File: src/rtl/yon_uretici_pkg.sv
// Shared definitions for the direction sequencer and the catch game core.
// Holds the state encoding, the idle code and the direction code constants.
package yon_uretici_pkg;

    typedef enum logic {
        BOS   = 1'b0,
        OYNAT = 1'b1
    } durum_t;

    localparam logic [3:0] YON_BOS    = 4'b0000;
    localparam logic [3:0] YON_SAG    = 4'b0001;
    localparam logic [3:0] YON_SOL    = 4'b0010;
    localparam logic [3:0] YON_ASAGI  = 4'b0100;
    localparam logic [3:0] YON_YUKARI = 4'b1000;

    // Mirror of a direction: up<->down and left<->right, for reversing a program.
    function automatic logic [3:0] yon_ters(input logic [3:0] yon);
        return {yon[2], yon[3], yon[0], yon[1]};
    endfunction

endpackage

File: src/rtl/yon_bellek.sv
// Program store for the direction sequencer: DERINLIK entries of {yon, tekrar},
// one synchronous write port and one asynchronous read port.
module yon_bellek
    import yon_uretici_pkg::*;
#(
    parameter int DERINLIK = 8,
    parameter int TEKRAR_W = 4,
    localparam int AW = $clog2(DERINLIK),
    localparam int VW = 4 + TEKRAR_W
) (
    input  logic          i_clk,
    input  logic          i_yaz_en,
    input  logic [AW-1:0] i_yaz_adr,
    input  logic [VW-1:0] i_yaz_veri,
    input  logic [AW-1:0] i_oku_adr,
    output logic [VW-1:0] o_oku_veri
);

    logic [VW-1:0] r_bellek [DERINLIK];

    // Contents are not reset; the entry count in the top decides what is valid.
    always_ff @(posedge i_clk) begin
        if (i_yaz_en) begin
            r_bellek[i_yaz_adr] <= i_yaz_veri;
        end
    end

    assign o_oku_veri = r_bellek[i_oku_adr];

endmodule

File: src/rtl/yon_uretici.sv
// Programmable direction-command player: stores a short move program while idle
// and replays it onto the catch core's direction input, once or in a loop.
module yon_uretici
    import yon_uretici_pkg::*;
#(
    parameter int DERINLIK = 8,
    parameter int TEKRAR_W = 4,
    localparam int IW = $clog2(DERINLIK),
    localparam int SW = $clog2(DERINLIK) + 1
) (
    input  logic                i_clk,
    input  logic                i_rst_n,
    input  logic                i_yaz_gecerli,
    input  logic [3:0]          i_yaz_yon,
    input  logic [TEKRAR_W-1:0] i_yaz_tekrar,
    output logic                o_yaz_hazir,
    input  logic                i_temizle,
    input  logic                i_baslat,
    input  logic                i_durdur,
    input  logic                i_dongu,
    output logic [3:0]          o_yon,
    output logic                o_calisiyor,
    output logic                o_bitti,
    output logic [3:0]          o_adim_sayisi,
    output logic [SW-1:0]       o_sayi
);

    localparam logic [SW-1:0] SAYI_MAX = SW'(DERINLIK);

    logic [1:0]          r_rst_senk;
    logic                w_rst_n;

    durum_t              r_durum;
    logic [3:0]          r_yon;
    logic                r_bitti;
    logic [3:0]          r_adim;
    logic [SW-1:0]       r_sayi;
    logic [IW-1:0]       r_indeks;
    logic [TEKRAR_W-1:0] r_tutma;

    durum_t              w_durum_s;
    logic [3:0]          w_yon_s;
    logic                w_bitti_s;
    logic [3:0]          w_adim_s;
    logic [SW-1:0]       w_sayi_s;
    logic [IW-1:0]       w_indeks_s;
    logic [TEKRAR_W-1:0] w_tutma_s;

    logic                w_yaz_hazir;
    logic                w_yaz;
    logic                w_yaz_en;
    logic                w_temizle;
    logic                w_baslat;
    logic                w_son_giris;
    logic [IW-1:0]       w_oku_adr;
    logic [TEKRAR_W+3:0] w_oku_veri;
    logic [3:0]          w_oku_yon;
    logic [TEKRAR_W-1:0] w_oku_tekrar;

    // Reset asserts at once but releases only after two clean clock edges.
    always_ff @(posedge i_clk or negedge i_rst_n) begin
        if (!i_rst_n) begin
            r_rst_senk <= 2'b00;
        end else begin
            r_rst_senk <= {r_rst_senk[0], 1'b1};
        end
    end

    assign w_rst_n = r_rst_senk[1];

    assign w_yaz_hazir = (r_durum == BOS) && (r_sayi < SAYI_MAX);
    assign w_yaz       = i_yaz_gecerli && w_yaz_hazir;
    assign w_temizle   = (r_durum == BOS) && i_temizle;
    assign w_yaz_en    = w_yaz && !w_temizle;
    assign w_baslat    = (r_durum == BOS) && i_baslat && (r_sayi != '0)
                         && !w_yaz && !i_durdur && !i_temizle;
    assign w_son_giris = ({1'b0, r_indeks} == (r_sayi - SW'(1)));

    // During playback the read port looks one entry ahead; otherwise it points at entry 0.
    assign w_oku_adr = ((r_durum == OYNAT) && !w_son_giris) ? (r_indeks + IW'(1)) : '0;

    yon_bellek #(
        .DERINLIK (DERINLIK),
        .TEKRAR_W (TEKRAR_W)
    ) u_bellek (
        .i_clk      (i_clk),
        .i_yaz_en   (w_yaz_en),
        .i_yaz_adr  (r_sayi[IW-1:0]),
        .i_yaz_veri ({i_yaz_yon, i_yaz_tekrar}),
        .i_oku_adr  (w_oku_adr),
        .o_oku_veri (w_oku_veri)
    );

    assign w_oku_yon    = w_oku_veri[TEKRAR_W+3:TEKRAR_W];
    assign w_oku_tekrar = w_oku_veri[TEKRAR_W-1:0];

    always_ff @(posedge i_clk or negedge w_rst_n) begin
        if (!w_rst_n) begin
            r_durum  <= BOS;
            r_yon    <= YON_BOS;
            r_bitti  <= 1'b0;
            r_adim   <= '0;
            r_sayi   <= '0;
            r_indeks <= '0;
            r_tutma  <= '0;
        end else begin
            r_durum  <= w_durum_s;
            r_yon    <= w_yon_s;
            r_bitti  <= w_bitti_s;
            r_adim   <= w_adim_s;
            r_sayi   <= w_sayi_s;
            r_indeks <= w_indeks_s;
            r_tutma  <= w_tutma_s;
        end
    end

    always_comb begin
        w_durum_s  = r_durum;
        w_yon_s    = r_yon;
        w_bitti_s  = 1'b0;
        w_adim_s   = r_adim;
        w_sayi_s   = r_sayi;
        w_indeks_s = r_indeks;
        w_tutma_s  = r_tutma;

        case (r_durum)
            BOS: begin
                if (w_temizle) begin
                    w_sayi_s = '0;
                end else if (w_yaz) begin
                    w_sayi_s = r_sayi + SW'(1);
                end
                if (w_baslat) begin
                    w_durum_s  = OYNAT;
                    w_yon_s    = w_oku_yon;
                    w_tutma_s  = w_oku_tekrar;
                    w_indeks_s = '0;
                    w_adim_s   = '0;
                end
            end
            OYNAT: begin
                // Abort wins over everything, including the last cycle of a pass.
                if (i_durdur) begin
                    w_durum_s = BOS;
                    w_yon_s   = YON_BOS;
                end else if (r_tutma == '0) begin
                    w_adim_s = r_adim + 4'd1;
                    if (w_son_giris && !i_dongu) begin
                        w_durum_s = BOS;
                        w_yon_s   = YON_BOS;
                        w_bitti_s = 1'b1;
                    end else begin
                        w_indeks_s = w_oku_adr;
                        w_yon_s    = w_oku_yon;
                        w_tutma_s  = w_oku_tekrar;
                    end
                end else begin
                    w_tutma_s = r_tutma - TEKRAR_W'(1);
                end
            end
            default: begin
                w_durum_s = BOS;
                w_yon_s   = YON_BOS;
            end
        endcase
    end

    assign o_yaz_hazir   = w_yaz_hazir;
    assign o_yon         = r_yon;
    assign o_calisiyor   = (r_durum == OYNAT);
    assign o_bitti       = r_bitti;
    assign o_adim_sayisi = r_adim;
    assign o_sayi        = r_sayi;

endmodule

File: config.mk
export PLATFORM = sky130hd
export DESIGN_NAME = yon_uretici
export DESIGN_NICKNAME = d
export VERILOG_FILES = /design/src/rtl/yon_uretici_pkg.sv /design/src/rtl/yon_bellek.sv /design/src/rtl/yon_uretici.sv
export SDC_FILE = /design/constraint.sdc
export NUM_CORES = 1
export LEC_CHECK = 0
export ABC_AREA = 1
export CORE_MARGIN = 1.5
export CORE_UTILIZATION = 46
export CTS_CLUSTER_DIAMETER = 40
export CTS_CLUSTER_SIZE = 10
export DETAILED_ROUTE_END_ITERATION = 6
export PLACE_DENSITY = 0.67
export REMOVE_ABC_BUFFERS = 1
export SLEW_MARGIN = 15
export SYNTH_ARGS = -nofsm -noshare
export SYNTH_HDL_FRONTEND = slang
export SYNTH_HIERARCHICAL = 1
export SYNTH_SLANG_ARGS = --single-unit
export TNS_END_PERCENT = 100
File: constraint.sdc
create_clock -name i_clk -period 0.8 [get_ports i_clk]
set_input_delay 0.24 -clock i_clk [delete_from_list [all_inputs] [get_ports i_clk]]
set_output_delay 0.24 -clock i_clk [all_outputs]
set_load 0.03 [all_outputs]
==> results of run 1 <==
-- per-layer routing --
metal	routed length, microns	track usage
met2	5523	0.3889
met3	470	0.03050
met1	4186	0.2606
met5	0	0
met4	201	0.08667
-- layout make-up --
cell class              instances  area, sq um  share of cell area
well taps                     108        135.1             0.02238
clock inverters                 5        81.33             0.01347
flip-flops and latches         87         2500              0.4140
multi-input cells             276         1635              0.2708
repair inverters                3        20.02            0.003315
clock buffers                  11        141.4             0.02341
inverters                      95        371.6             0.06154
repair buffers                109         1154              0.1910
-- worst register-to-register path, cell delays in order, from the launching register on --
cell and delay [ns]:
dfrtp_1 0.40, inv_2 0.08, ha_4 0.14, inv_2 0.03, nand2_2 0.07, nand2_1 0.06, nand2_1 0.06, nand3_2 0.10
o21ai_4 0.20, nor2_4 0.08, buf_12 0.15, buf_12 0.13, nand2_1 0.06, nand3_1 0.08, nand2_1 0.07, nand2_1 0.05
nand2_1 0.08, nand2_2 0.05, o21ai_2 0.05, nand3_1 0.10, nand2_1 0.07
-- timing repair --
action,in CTS,in global routing
endpoints found under the setup margin,100,100
setup buffers,25,8
gates resized for setup,100,71
pin swaps,22,25
gates cloned,5,1
-- metrics by stage --
step | setup TNS [ns] | instance area [sq um]
floorplan | -144.74 | 4133
global placement | -100.67 | 4943
detailed placement | -103.35 | 4943
CTS | -76.79 | 5742
global route | -87.82 | 6038
finish | -83.09 | 6038
-- kinds of logic (layout without fill, tap and decap cells) --
| kind of cell | after synthesis | in the layout | share of synthesized area |
|---|---|---|---|
| xor gates and xnor gates | 4 | 4 | 0.008256 |
| and+or+nand+nor | 244 | 244 | 0.2447 |
| other | 1 | 1 | 0.0008836 |
| buffers and inverters | 107 | 223 | 0.1109 |
| adders and majority gates | 7 | 7 | 0.02064 |
| DFF | 87 | 87 | 0.5884 |
| AOI/OAI and AO/OA | 20 | 20 | 0.02624 |
-- cell usage after synthesis --
master / n / area share
nand2_1: 158 / 0.14
inv_1: 88 / 0.078
edfxtp_1: 64 / 0.45
nand3_1: 51 / 0.060
dfrtp_1: 23 / 0.14
nor2_1: 21 / 0.019
o21ai_0: 15 / 0.018
buf_6: 7 / 0.019
ha_1: 7 / 0.021
inv_2: 6 / 0.0053
nand2_2: 4 / 0.0059
a21oi_1: 3 / 0.0035
buf_4: 3 / 0.0053
buf_2: 2 / 0.0024
nand4_1: 2 / 0.0029
nor3_1: 2 / 0.0024
xnor2_1: 2 / 0.0041
xor2_1: 2 / 0.0041
a21oi_4: 1 / 0.0038
conb_1: 1 / 0.00088
inv_4: 1 / 0.0015
nand3_2: 1 / 0.0024
nand3_4: 1 / 0.0041
nor2_2: 1 / 0.0015
nor3_4: 1 / 0.0038
nor3b_1: 1 / 0.0018
o21ai_1: 1 / 0.0012
or2_2: 1 / 0.0015
-- power breakdown --
part           total, W  internal [W]  switching [W]
logic           0.00922       0.00426        0.00496
registers       0.00562       0.00532       0.000295
clock network   0.00338       0.00185        0.00152
-- registers in the layout, summed over array words and instances (netlist names) --
register	flops
r_indeks	3
r_tutma	4
o_bitti	1
o_calisiyor	1
o_adim_sayisi	4
o_yon	4
u_bellek/r_bellek	64
o_sayi	4
r_rst_senk	2
-- cells in the final DEF (no fill, tap or decap), drive strengths merged --
| cell type | count |
|---|---|
| a21oi | 4 |
| buf | 94 |
| bufinv | 2 |
| clkbuf | 12 |
| clkdlybuf4s50 | 14 |
| clkinv | 2 |
| clkinvlp | 4 |
| conb | 1 |
| dfrtp | 23 |
| edfxtp | 64 |
| ha | 7 |
| inv | 95 |
| nand2 | 162 |
| nand3 | 53 |
| nand4 | 2 |
| nor2 | 22 |
| nor3 | 3 |
| nor3b | 1 |
| o21ai | 16 |
| or2 | 1 |
| xnor2 | 2 |
| xor2 | 2 |
-- path summary, 6_finish.rpt --
| kind | cells after the start | end | slack, ns |
|---|---|---|---|
| max | 20 | r_tutma[2]$_DFFE_PN0P_ | -1.40 |
| min | 1 | r_rst_senk[1]$_DFF_PN0_ | 0.03 |
| max reg2reg | 20 | r_tutma[2]$_DFFE_PN0P_ | -1.40 |
| min reg2reg | 1 | o_sayi[2]$_DFFE_PN0P_ | 0.21 |
| max in group asynchronous | 1 | o_calisiyor$_DFF_PN0_ | 0.42 |
| min in group i_clk | 0 | r_rst_senk[1]$_DFF_PN0_ | 0.34 |
==> impl_metrics.json, run 1 <==
{
  "timing.critical_path.max_delay_family": "simple AND/OR/NAND/NOR gates",
  "rsz0062_at_grt": "true",
  "class_of_the_tightest_hold_or_removal_check": "primary input to async pin",
  "report.final.slew_viol_count": 0,
  "postRouteAntennaNets": 0,
  "dp_worst_setup_slack_ns": -1.543,
  "clkTransAtPathRegs_ns": 0.10,
  "cp_slowest_stage_delay_ns": 0.40,
  "achievable-frequency_mhz": 454.2,
  "gp_congestion": 0.8082,
  "n_fill_cell": 632,
  "grt_usage": 0.2157,
  "static_leakage_nw": 2.803,
  "path_buf_inv": 4,
  "criticalPathCategory": "register to register",
  "cp_data_required_time_ns": 1.09,
  "total_gr_overflow": 0,
  "fin_nets": 603,
  "final_layout_size_suffix_gt1_frac": 0.3362,
  "finish.cell_count_without_fillers": 694,
  "detail_route.drc_violations": 0,
  "fin_skew_ns": 0.01838,
  "avgRoutedWirePerCell_microns": 14.96,
  "critical_path.startpoint": "o_sayi[0]$_DFFE_PN0P_",
  "setup.worst_path.end_class": "register",
  "yosysSeqAreaShare": 0.5884,
  "area_growth_syn_to_layout_pct": 42.28,
  "grt_pass1_vias": 3381,
  "final_hold_viol_count": 0,
  "cts_max_path_buffers": 2,
  "path_cells": "inv_2 > ha_4 > inv_2 > nand2_2 > nand2_1 > nand2_1 > nand3_2 > o21ai_4 > nor2_4 > buf_12 > buf_12 > nand2_1 > nand3_1 > nand2_1 > nand2_1 > nand2_1 > nand2_2 > o21ai_2 > nand3_1 > nand2_1",
  "layout.core_utilization": 0.6824,
  "total_power_w": 0.01821,
  "clockRootBuffer": "clkbuf_8",
  "crit-reg2reg-launch": "o_sayi[0]$_DFFE_PN0P_",
  "fin_ws_ns": -1.402,
  "insertedDiodeCount": 0,
  "pin_count": 30,
  "setup_viol": 100,
  "clock-sinks": 87,
  "portbufs": 29,
  "timing.critical_path.fanout_max": 6,
  "cpMaxStageDelayCell": "dfrtp_1",
  "syn_inst": 470,
  "placedCellCount": 646,
  "violations": "setup timing",
  "syn_area_per_cell_sq_um": 9.030,
  "wl_microns": 10380,
  "status": "finished with violations",
  "grt_pass1_wl_microns": 16180,
  "ff_latch_count_synth": 87,
  "tritoncts": "done",
  "antenna_found_initial": 0,
  "dieArea_sq_mm": 0.009812,
  "detail_route.first_pass.iterations": 5,
  "syn_area_sq_mm": 0.004244,
  "fp.dieW_microns": 99.06,
  "cts_buffers": 9,
  "cts-htree-levels": 3,
  "floorplan.core_area_sq_mm": 0.008848,
  "power.density_mw_per_mm2": 3016,
  "count_of_unique_library_cells_instantiated_by_yosys": 28,
  "die_height_microns": 99.06,
  "cp-start-kind": "register",
  "post-dp-hpwl_microns": 6077,
  "cpMostUsedCell": "nand2_1",
  "via_count": 3502,
  "post_cts_hold_buffers": 0,
  "drt_iter0_markers": 238,
  "clock_insertion_delay_worst_skew_ns": 0.36,
  "vdd_ir_drop_max_mv": 1.298,
  "period_share": 2.752,
  "grt_start_max_net_pins": 22,
  "post-route-min-period_ns": 2.202,
  "placementRows": 34,
  "max_cap_violations": 0,
  "initial_core_util": 0.4796,
  "holdWs_ns": 0.02718,
  "critical_path_arrival_ns": 2.49,
  "synth-warning-count": 6,
  "viasPerCell": 5.046
}
Note: power is estimated with default switching activity, not from simulation.
==> run 2: changes to the inputs <==
Settings changed: CORE_UTILIZATION 46 to 53, MAX_ROUTING_LAYER set to met4, PLACE_DENSITY 0.67 to 0.76, SYNTH_HIERARCHICAL 1 to unset.
==> run 2 against run 1 <==
Compared with the run above:
- the flow still finishes with violations (setup timing)
- register-to-register slack got worse by 0.09 ns
- critical path depth down 3
- via count grew 1.6%
- die area shrank 15%
- cell count decreased by 9.8%
- worst setup slack worse by 0.089 ns
- sequential cell count unchanged
- synthesized cell count is 14% lower
- first-iteration DRC count up 59%
- combinational power fell by 67%
- area after synthesis shrank 3.1%
- clock skew fell by 0.0065 ns
==> impl_metrics.json, run 2 <==
{
  "status": "finished with violations",
  "violations": "setup timing",
  "ff_latch_count_synth": 87,
  "total_power_w": 0.01181,
  "syn_area_per_cell_sq_um": 10.13,
  "postRouteAntennaNets": 0,
  "fin_ws_ns": -1.491,
  "synth_largest_area_cell": "edfxtp_1",
  "rsz0062_at_grt": "true",
  "cp-start-kind": "register",
  "largest_reg_flops": 64,
  "yosysSeqAreaShare": 0.6071,
  "clkTransAtPathRegs_ns": 0.09,
  "static_leakage_nw": 2.688,
  "synth_top_cells_by_area": "edfxtp_1, dfrtp_1, nand2_1, inv_1, nand3_1",
  "clockRootBuffer": "clkbuf_8",
  "synth-edff-count": 64,
  "report.final.slew_viol_count": 0,
  "cts_buffers": 9,
  "final_layout_size_suffix_gt1_frac": 0.4061,
  "grt_start_max_net_pins": 25,
  "setup.worst_path.end_class": "register",
  "via_count": 3558,
  "antenna_found_initial": 0,
  "insertedDiodeCount": 0,
  "drt_iter0_markers": 379,
  "clock_power_share": 0.291,
  "final_hold_viol_count": 0,
  "cts_max_path_buffers": 2,
  "n_fill_cell": 386,
  "dieArea_sq_mm": 0.008300,
  "criticalPathCategory": "register to register",
  "syn_area_sq_mm": 0.004114,
  "post_cts_hold_buffers": 0,
  "setup_viol": 100,
  "die_height_microns": 91.11,
  "cts-htree-levels": 3,
  "initial_core_util": 0.5582,
  "grt_pass1_vias": 3560,
  "class_of_the_tightest_hold_or_removal_check": "primary input to async pin",
  "gp_congestion": 0.8416,
  "tritoncts": "done",
  "area_growth_syn_to_layout_pct": 44.22,
  "vdd_ir_drop_max_mv": 1.292,
  "combPwrFrac": 0.257,
  "detail_route.first_pass.iterations": 5,
  "synth_top_cell_area_share": 0.4672,
  "portbufs": 29,
  "setup_total_negative_slack_ns": -83.47,
  "count_of_unique_library_cells_instantiated_by_yosys": 37,
  "synth-warning-count": 0,
  "pin_count": 30,
  "synthFlopType": "edfxtp_1",
  "post-dp-hpwl_microns": 6438,
  "wl_microns": 12220,
  "avgRoutedWirePerCell_microns": 19.53,
  "period_share": 2.863,
  "post-route-min-period_ns": 2.291,
  "timing.critical_path.fanout_max": 5,
  "commonest_non_fill_non_tap_cell_in_the_layout": "nand2_1",
  "grt_pass1_wl_microns": 18010,
  "viasPerCell": 5.684,
  "fin_nets": 543,
  "grt_usage": 0.2970,
  "fp.dieW_microns": 91.11,
  "critical_path_arrival_ns": 2.54,
  "largest_register": "u_bellek.r_bellek",
  "seq_power_share": 0.451,
  "synth.most_common_cell": "nand2_1",
  "clock-sinks": 87,
  "fin_skew_ns": 0.01185,
  "cp_data_required_time_ns": 1.05,
  "floorplan.core_area_sq_mm": 0.007370,
  "total_gr_overflow": 0,
  "switching_share": 0.2931,
  "synth_common_cells": "nand2_1, edfxtp_1, inv_1",
  "detail_route.drc_violations": 0,
  "syn_inst": 406,
  "max_cap_violations": 0,
  "placementRows": 31,
  "async_sr_flop_fraction": 0.2644,
  "most_frequent_cells_in_the_layout": "nand2_1, edfxtp_1, buf_4",
  "layout.core_utilization": 0.8051,
  "achievable-frequency_mhz": 436.6,
  "net-switching-power_w": 0.003462,
  "clock_insertion_delay_worst_skew_ns": 0.37,
  "power_report.internal_total_w": 0.008347,
  "power.density_mw_per_mm2": 1990
}
## run 2: cell types whose count changed after synthesis, moves of 8 or more
cell,previous run,this run
nand3_2,1,9
nand3_1,51,32
nand4_1,2,17
o21ai_0,15,4
a21oi_1,3,11
o211ai_1,0,8
nand2_1,158,105
inv_1,88,54
## run 2: cells by family (layout without fill, tap and decap cells)
logic type,Yosys count,after routing,synth area share
simple gates,197,197,0.2318
flops,87,87,0.6071
buf+inv,80,201,0.08790
compound gates,34,34,0.05201
fa+ha+maj,6,6,0.01825
other cells,1,1,0.0009115
xor+xnor,1,1,0.002129
## run 2: repair_timing
item,CTS,global route
pin swaps,15,30
gates cloned,1,2
setup buffers,23,10
resized for setup,105,40
endpoints found under the setup margin,100,100
hold endpoints to repair,0,0
## run 2: path summary, 6_finish.rpt
kind | from | to | slack, ns | cells after the start
max | o_sayi[0]$_DFFE_PN0P_ | r_tutma[1]$_DFFE_PN0P_ | -1.49 | 17
min | i_rst_n | r_rst_senk[0]$_DFF_PN0_ | 0.03 | 1
max reg2reg | o_sayi[0]$_DFFE_PN0P_ | r_tutma[1]$_DFFE_PN0P_ | -1.49 | 17
min reg2reg | r_rst_senk[1]$_DFF_PN0_ | r_tutma[1]$_DFFE_PN0P_ | 0.21 | 1
max in group asynchronous | r_rst_senk[1]$_DFF_PN0_ | o_sayi[2]$_DFFE_PN0P_ | 0.44 | 1
min in group i_clk | r_rst_senk[0]$_DFF_PN0_ | r_rst_senk[1]$_DFF_PN0_ | 0.37 | 0
## run 2: layout make-up
class	count	area, sq um	area share
clock inverters	6	93.84	0.01582
clock buffers	10	127.6	0.02151
inverters	65	259.0	0.04365
well taps	99	123.9	0.02088
flip-flops and latches	87	2499	0.4211
repair buffers	119	1205	0.2031
repair inverters	1	6.256	0.001054
multi-input cells	239	1619	0.2729
## run 2: through the flow
| stage | instances | hold WS, ns | instance area [sq um] | worst slack [ns] |
|---|---|---|---|---|
| after detailed placement | 582 | 0.2112 | 4898 | -1.315 |
| after CTS | 619 | 0.03428 | 5713 | -1.261 |
| after floorplan | 391 | -0.05559 | 3999 | -2.037 |
| final | 626 | 0.03245 | 5933 | -1.491 |
| after global routing | 626 | 0.02787 | 5933 | -1.592 |
| after global placement | 582 | 0.2142 | 4898 | -1.225 |
## run 2: per-layer routing
layer | part of all wire | vias to the layer above | GRT usage
li1 | - | 1588 | -
met1 | 0.39 | 1714 | 0.3453
met2 | 0.49 | 198 | 0.4795
met3 | 0.071 | 58 | 0.06030
met4 | 0.054 | 0 | 0.1706
met5 | 0 | - | -
## run 2: worst max-delay path, stage by stage, from the launching register on
cell,delay [ns]
dfrtp_1,0.41
inv_2,0.11
ha_4,0.16
inv_1,0.07
nand2_2,0.10
nand3_2,0.08
nand2_2,0.09
nor2_2,0.05
nand2_4,0.10
buf_6,0.11
nand3_4,0.18
buf_6,0.20
nand3_2,0.07
nand2_1,0.10
nand2_1,0.12
nand3_2,0.07
nand2_1,0.07
nand2_1,0.08
## run 2: power by group through the flow
| stage | registers, W | clock network (W) | logic [W] |
|---|---|---|---|
| after detailed placement | 0.00542 | 0 | 0.00222 |
| after global routing | 0.00536 | 0.00363 | 0.00326 |
| after CTS | 0.00533 | 0.00345 | 0.00278 |
| final | 0.00533 | 0.00344 | 0.00304 |
| after global placement | 0.00539 | 0 | 0.00214 |
| after floorplan | 0.00571 | 0 | 0.000830 |
==> run 3: changes to the inputs <==
Settings changed: CORE_UTILIZATION 53 to 25, PLACE_DENSITY 0.76 to unset.
==> run 3 against run 2 <==
Compared with the run above:
- the flow still finishes with violations (setup timing)
- via count is 11% lower
- worst setup slack better by 0.26 ns
- sequential power hardly changed
- register-to-register slack better by 0.26 ns
- sequential share of layout area is 1.2 points lower
- wire length is 14% lower
- clock power is 29% higher
- final area is 2.9% higher
- total power is 6.9% higher
- utilization is 42 points lower
- non-clock buffer count stayed put
- critical endpoint is now r_tutma[0]$_DFFE_PN0P_
==> impl_metrics.json, run 3 (same netlist as run 2, synthesis figures left out) <==
{
  "clkTransAtPathRegs_ns": 0.07,
  "report.final.slew_viol_count": 0,
  "floorplan.core_area_sq_mm": 0.01600,
  "cts_buffers": 9,
  "grt_start_max_net_pins": 25,
  "post_cts_hold_buffers": 0,
  "n_fill_cell": 1564,
  "postRouteAntennaNets": 0,
  "total_gr_overflow": 0,
  "clock_insertion_delay_worst_skew_ns": 0.35,
  "fp.dieW_microns": 131.3,
  "cts_max_path_buffers": 2,
  "antenna_found_initial": 0,
  "detail_route.drc_violations": 0,
  "die_height_microns": 131.3,
  "rsz0062_at_grt": "true",
  "worstReg2RegEnd": "r_tutma[0]$_DFFE_PN0P_",
  "multi_input_comb_area_sq_mm": 0.001551,
  "post-dp-hpwl_microns": 6579,
  "dp_worst_setup_slack_ns": -1.231,
  "cp_slowest_stage_delay_ns": 0.39,
  "timing.critical_path.fanout_max": 7,
  "endpoint": "r_tutma[0]$_DFFE_PN0P_",
  "cpMaxStageDelayCell": "dfrtp_1",
  "period_share": 2.540,
  "largest_register": "u_bellek.r_bellek",
  "layout.core_utilization": 0.3817,
  "area_growth_syn_to_layout_pct": 48.45,
  "wl_microns": 10460,
  "insertedDiodeCount": 0,
  "final_layout_size_suffix_gt1_frac": 0.3935,
  "cpMostUsedCell": "nand2_1",
  "viasPerCell": 4.286,
  "detail_route.first_pass.iterations": 5,
  "grt_usage": 0.1286,
  "worstRegToRegCells": 17,
  "holdWs_ns": 0.05178,
  "dieArea_sq_mm": 0.01723,
  "final_hold_viol_count": 0,
  "placementRows": 46,
  "violations": "setup timing",
  "fin_skew_ns": 0.01184,
  "cp-start-kind": "register",
  "setup_viol": 100,
  "critical_path.startpoint": "o_sayi[1]$_DFFE_PN0P_",
  "class_of_the_tightest_hold_or_removal_check": "primary input to async pin",
  "criticalPathCategory": "register to register",
  "drt_iter0_markers": 195,
  "clock-sinks": 87,
  "path_buf_inv": 3,
  "pin_count": 30,
  "initial_core_util": 0.2571,
  "achievable-frequency_mhz": 492.2,
  "clockRootBuffer": "clkbuf_16",
  "gp_congestion": 0.8297,
  "setup.worst_path.end_class": "register",
  "max_cap_violations": 0,
  "power.density_mw_per_mm2": 2067,
  "largest_reg_flops": 64,
  "cp_data_required_time_ns": 1.04,
  "cts-htree-levels": 3,
  "post-route-min-period_ns": 2.032,
  "tritoncts": "done",
  "avgRoutedWirePerCell_microns": 14.09,
  "timing.critical_path.max_delay_family": "simple AND/OR/NAND/NOR gates",
  "fin_ws_ns": -1.232,
  "grt_pass1_vias": 3329,
  "fin_nets": 542,
  "critical_path_arrival_ns": 2.27,
  "most_frequent_cells_in_the_layout": "nand2_1, edfxtp_1, buf_4",
  "critical_path_depth": 17,
  "commonest_non_fill_non_tap_cell_in_the_layout": "nand2_1",
  "status": "finished with violations",
  "setup_total_negative_slack_ns": -78.30,
  "grt_pass1_wl_microns": 16820,
  "portbufs": 29,
  "seqCellArea_sq_mm": 0.002499,
  "vdd_ir_drop_max_mv": 1.034,
  "minimum_setup_slack_among_reg_to_reg_paths_ns": -1.23,
  "crit-reg2reg-launch": "o_sayi[1]$_DFFE_PN0P_",
  "static_leakage_nw": 2.674,
  "path_cells": "inv_2 > ha_4 > inv_2 > nand2_2 > nand2_2 > nand3_2 > nor2_4 > nand2_4 > nand3_4 > clkbuf_16 > nand2_1 > nand3_1 > nand2_1 > nand2_1 > nand3_2 > nand2_1 > nand2_1",
  "via_count": 3180
}
## run 3: cell count changes in the layout (fill, tap and decap cells not counted), moves of 2 or more
cell and delta:
bufinv_16 -2, clkbuf_8 -7, buf_6 -5, nand2_2 +3, buf_8 +2, nand2_1 -3, clkbuf_16 +11, buf_4 +3
nand3_1 +4, nand3_2 -3
## run 3: routing by layer
layer  up-vias  wire length, microns  track usage
met1      1532                  4444       0.1448
li1       1587                     -            -
met5         -                     0            -
met3         6                   403      0.03472
met4         0                    95      0.03642
met2        55                  5514       0.2246
## run 3: what timing repair did
action	4_1_cts	5_1_grt
setup buffers	24	9
endpoints found under the setup margin	100	100
pin swaps	21	17
cloned	1	1
resized for setup	105	24
## run 3: worst min path at each step
stage | start | slack (ns) | endpoint | cells after the start
after detailed placement | r_rst_senk[1]$_DFF_PN0_ | 0.22 | o_bitti$_DFF_PN0_ | 1
after floorplan | i_rst_n | -0.06 | r_rst_senk[0]$_DFF_PN0_ | 0
after global placement | r_rst_senk[1]$_DFF_PN0_ | 0.21 | o_yon[1]$_DFFE_PN0P_ | 1
after global routing | i_rst_n | 0.05 | r_rst_senk[1]$_DFF_PN0_ | 1
final | i_rst_n | 0.05 | r_rst_senk[0]$_DFF_PN0_ | 1
after CTS | i_rst_n | 0.05 | r_rst_senk[1]$_DFF_PN0_ | 1
## run 3: worst reg2reg max path, stage by stage (launching register included)
cell	delay, ns
dfrtp_1	0.39
inv_2	0.08
ha_4	0.20
inv_2	0.06
nand2_2	0.05
nand2_2	0.06
nand3_2	0.09
nor2_4	0.11
nand2_4	0.09
nand3_4	0.17
clkbuf_16	0.18
nand2_1	0.05
nand3_1	0.06
nand2_1	0.06
nand2_1	0.08
nand3_2	0.09
nand2_1	0.06
nand2_1	0.04
## run 3: where the power goes
| group | total, W | internal (W) | switching (W) |
|---|---|---|---|
| registers | 0.00534 | 0.00515 | 0.000186 |
| logic | 0.00286 | 0.00139 | 0.00147 |
| clock network | 0.00443 | 0.00269 | 0.00174 |
| total | 0.0126 | 0.00923 | 0.00340 |
## run 3: cell type report
type / instances / area share
Sequential cell: 87 / 0.4091
Multi-Input combinational cell: 239 / 0.2540
Timing Repair Buffer: 119 / 0.1967
Clock buffer: 13 / 0.04958
Tap cell: 216 / 0.04425
Inverter: 65 / 0.04200
Clock inverter: 3 / 0.004302
## run 3: metrics by stage
step,instances,power [W],instance area (sq um)
after global routing,742,0.01315,6107
after detailed placement,698,0.007577,5037
after CTS,735,0.01257,5963
after floorplan,391,0.006535,3999
after global placement,698,0.007513,5037
final,742,0.01262,6107
==> RTL edit 1 (settings of run 1) <==
Make the reset (`i_rst_n` and `w_rst_n`) synchronous in 2 clocked blocks. Comments in the files are not updated.
--- a/src/rtl/yon_uretici.sv
+++ b/src/rtl/yon_uretici.sv
@@ -58,7 +58,7 @@
     logic [TEKRAR_W-1:0] w_oku_tekrar;
 
     // Reset asserts at once but releases only after two clean clock edges.
-    always_ff @(posedge i_clk or negedge i_rst_n) begin
+    always_ff @(posedge i_clk) begin
         if (!i_rst_n) begin
             r_rst_senk <= 2'b00;
         end else begin
@@ -94,7 +94,7 @@
     assign w_oku_yon    = w_oku_veri[TEKRAR_W+3:TEKRAR_W];
     assign w_oku_tekrar = w_oku_veri[TEKRAR_W-1:0];
 
-    always_ff @(posedge i_clk or negedge w_rst_n) begin
+    always_ff @(posedge i_clk) begin
         if (!w_rst_n) begin
             r_durum  <= BOS;
             r_yon    <= YON_BOS;
Function: differs if i_rst_n is asserted again (counterexample within 4 cycles, from zero or initial values and one cycle with i_rst_n low); with i_rst_n held inactive, the same outputs for 10 cycles.
==> RTL edit 1 against run 1 <==
The run still ends with negative setup slack left; critical path depth decreased by 1; worst setup slack got worse by 0.0066 ns; wire length shrank 1.1%; critical path type unchanged; sequential cell count unchanged; first-iteration DRC count shrank 37%; design area is 2.0% higher; via count fell by 1.5%; synthesized area increased by 1.0%.
Power is not compared: it rests on default switching activity, and its combinational part moved more than twofold at a synthesized area within 25%.
==> RTL edit 1: results (changes against run 1) <==
metric	value	unit	change
fill_cells	674		+6.6%
wl_met1	4.383	mm	+4.7%
synthArstFlopShare	0	%	-26 points
critPathLaunch	o_sayi[0]$_SDFFE_PN0P_		
worst_slack	-1.408	ns	-0.006600 ns
yosysSeqAreaShare	55.56	%	-3.3 points
critical_path.max_fanout	10		+4
wirelength	10.27	mm	-1.1%
whs	0.3586	ns	+0.3314 ns
nMultiInputCombCells	289		+4.7%
via_count	3449		-1.5%
setup_violations	100		unchanged
post-place-ws	-1.487	ns	+0.05571 ns
regArea	0.002406	mm2	-3.8%
clockNetworkAreaShare	3.373	%	-0.32 points
multi_input_area	0.001807	mm2	+10%
dpl.cell_count	677		+4.8%
nonClkBufAreaFrac	19.49	%	+0.38 points
inverters	101		+3.1%
setup-tns-final	-76.21	ns	+6.877 ns
layout-drive-gt1-share	40.33	%	+6.7 points
cts_setup_buffers	16		-36%
grt_pass1_wl	15.81	mm	-2.3%
synthCells	488		+3.8%
grt_use_total	20.79	%	-0.79 points
nClkBuffers	13		+2
hold_path_class	in -> reg		
place_area	0.005069	mm2	+2.5%
nNetsFinal	626		+3.8%
ys_top_cells_by_count	nand2_1 (162), inv_1 (91), edfxtp_1 (64)		
status	complete, but fails checks		
violations	negative setup slack		
globalplace.congestion	0.7960		-1.5%
fin_skew	0.01413	ns	-0.004244 ns
wl_met2	5.443	mm	-1.4%
critical_path.slowest_cell	dfxtp_2		
area_growth	43.60	%	
synth_ff_type	edfxtp_1		
grt_max_degree	15		-32%
dr_wl_met3	285	um	-39%
wire_per_inst	14.24	um	-4.8%
hpwl	6.319	mm	+4.0%
synth_area_leaders	edfxtp_1 (45%), nand2_1 (14%), dfxtp_1 (11%), inv_1 (8.0%), nand3_1 (4.9%)		
## RTL edit 1: changes by cell type after synthesis, sizes merged, moves of 7 or more
cell	run 1	this run
nor2	22	35
nand3	53	46
a21oi	4	16
dfxtp	0	23
nand2	162	169
o21ai	16	8
dfrtp	23	0
## RTL edit 1: power breakdown
group	switching, mW	total (mW)	internal (mW)
clock	1.51	3.29	1.77
combinational	0.247	0.453	0.205
sequential	0.0141	4.87	4.85
## RTL edit 1: logic make-up (layout without fill, tap and decap cells)
kind of cell / count (synthesis) / count (layout) / synth area share [%]
AOI/OAI and AO/OA: 24 / 24 / 3.239
xor gates and xnor gates: 5 / 5 / 1.021
adders and majority gates: 6 / 6 / 1.751
buffers and inverters: 112 / 234 / 11.56
DFF: 87 / 87 / 55.56
muxes: 1 / 1 / 0.2334
and+or+nand+nor: 253 / 253 / 26.64
## RTL edit 1: per-layer routing
metal,vias up,GRT usage (%)
met5,-,0
met4,0,6.392
met3,14,3.654
met2,50,37.62
met1,1630,25.26
li1,1755,-
==> RTL edit 2 (settings of run 1) <==
Without the edit above. `TEKRAR_W` is set to 4 in 2 places; all go to 6.
--- a/src/rtl/yon_bellek.sv
+++ b/src/rtl/yon_bellek.sv
@@ -4,7 +4,7 @@
     import yon_uretici_pkg::*;
 #(
     parameter int DERINLIK = 8,
-    parameter int TEKRAR_W = 4,
+    parameter int TEKRAR_W = 6,
     localparam int AW = $clog2(DERINLIK),
     localparam int VW = 4 + TEKRAR_W
 ) (
--- a/src/rtl/yon_uretici.sv
+++ b/src/rtl/yon_uretici.sv
@@ -4,7 +4,7 @@
     import yon_uretici_pkg::*;
 #(
     parameter int DERINLIK = 8,
-    parameter int TEKRAR_W = 4,
+    parameter int TEKRAR_W = 6,
     localparam int IW = $clog2(DERINLIK),
     localparam int SW = $clog2(DERINLIK) + 1
 ) (
Ports: changed (resized i_yaz_tekrar); port bits go from 30 to 32. No check against the original RTL was run, so the function may have changed too.
==> RTL edit 2 against run 1 <==
The run still ends with negative setup slack left; design area rose by 18%; worst setup slack got worse by 0.066 ns; first-iteration DRC count fell by 7.1%; wire length rose by 23%; synthesized area rose by 20%; maximum frequency fell by 2.9%; critical path depth fell by 2; total power rose by 13%; sequential cell count rose by 18; global-route usage rose by 0.23 points; critical path type unchanged; critical endpoint is now o_yon[0]$_DFFE_PN0P_; highest routed layer unchanged.
==> RTL edit 2: results (changes against run 1) <==
metric	value	unit	change
cp.arrival	2.59	ns	+0.10 ns
avgSynthCellArea	9.123	um2	+1.0%
wirelength	12.72	mm	+23%
synth_area_leaders	edfxtp_1 (47%), nand2_1 (14%), dfrtp_1 (12%), inv_1 (7.4%), nand3_1 (6.3%)		
nNetsFinal	702		+16%
grt_use_total	21.81	%	+0.23 points
hpwl	7.584	mm	+25%
violations	negative setup slack		
critical_path.max_fanout	5		-1
grt_max_degree	24		+9.1%
setup-tns-final	-99.28	ns	-16.19 ns
worst_slack	-1.468	ns	-0.06628 ns
intPower	12.65	mW	+11%
grt_pass1_vias	3917		+16%
synthArstFlopShare	23.81	%	-2.6 points
ys_top_cells_by_count	nand2_1 (188), inv_1 (101), edfxtp_1 (80)		
hold_path_class	reg -> async		
fill_cells	805		+27%
place_area	0.006010	mm2	+22%
status	complete, but fails checks		
firstDrtPassIters	4		-1
r2r_cells	18		-10%
synth_cell_types	31		+11%
fin_cells	823		+19%
whs	0.2094	ns	+0.1822 ns
synth-edff-count	80		+25%
setup_violations	118		+18%
ir_worst_vdd	1703	uV	+31%
cts_setup_buffers	18		-28%
p_leak	3.285	nW	+17%
## RTL edit 2: critical path: stages (launching register included)
cell and delay (ns):
dfrtp_1 0.38, inv_2 0.06, ha_4 0.27, nand2_2 0.05, inv_2 0.05, nor2_2 0.03
nand3_2 0.08, o21ai_4 0.09, nor2_4 0.22, clkinv_4 0.14, buf_12 0.16, buf_12 0.13
nand2_2 0.05, nand3_2 0.05, nand2_1 0.07, nand2_1 0.06, nand2_2 0.10, nand3_2 0.07
o21ai_2 0.11
## RTL edit 2: power by group through the flow
stage	clock network, mW	logic [mW]	registers [mW]
2_1_floorplan	0	3.34	7.29
3_3_place_gp	0	7.26	6.76
3_5_place_dp	0	7.45	6.78
4_1_cts	3.32	9.12	6.68
5_1_grt	3.50	11.4	6.73
6_report	3.27	10.6	6.69
## RTL edit 2: cell type report
cell class,instances,area (um2),area share (%)
Sequential cell,105,3029,42.41
Multi-Input combinational cell,331,2023,28.32
Timing Repair Buffer,123,1309,18.32
Inverter,108,411.6,5.763
Tap cell,140,175.2,2.452
Clock buffer,9,123.9,1.734
Clock inverter,7,71.32,0.9984
## RTL edit 2: cells by family (layout without fill, tap and decap cells)
family	count (synthesis)	count (layout)	share of synthesized area, %
adders and majority gates	7	7	1.714
other	1	1	0.07340
DFF	105	105	59.27
and+or+nand+nor	299	299	25.40
AOI/OAI and AO/OA	18	18	1.984
buffers and inverters	124	247	10.53
xor gates and xnor gates	6	6	1.029
## RTL edit 2: per-layer routing
layer,share of wire [%],track usage (%),vias up
met5,0,0,-
met4,3.5,9.023,0
met3,4.5,5.003,32
met2,51,38.02,116
met1,41,25.95,1955
li1,-,-,1981
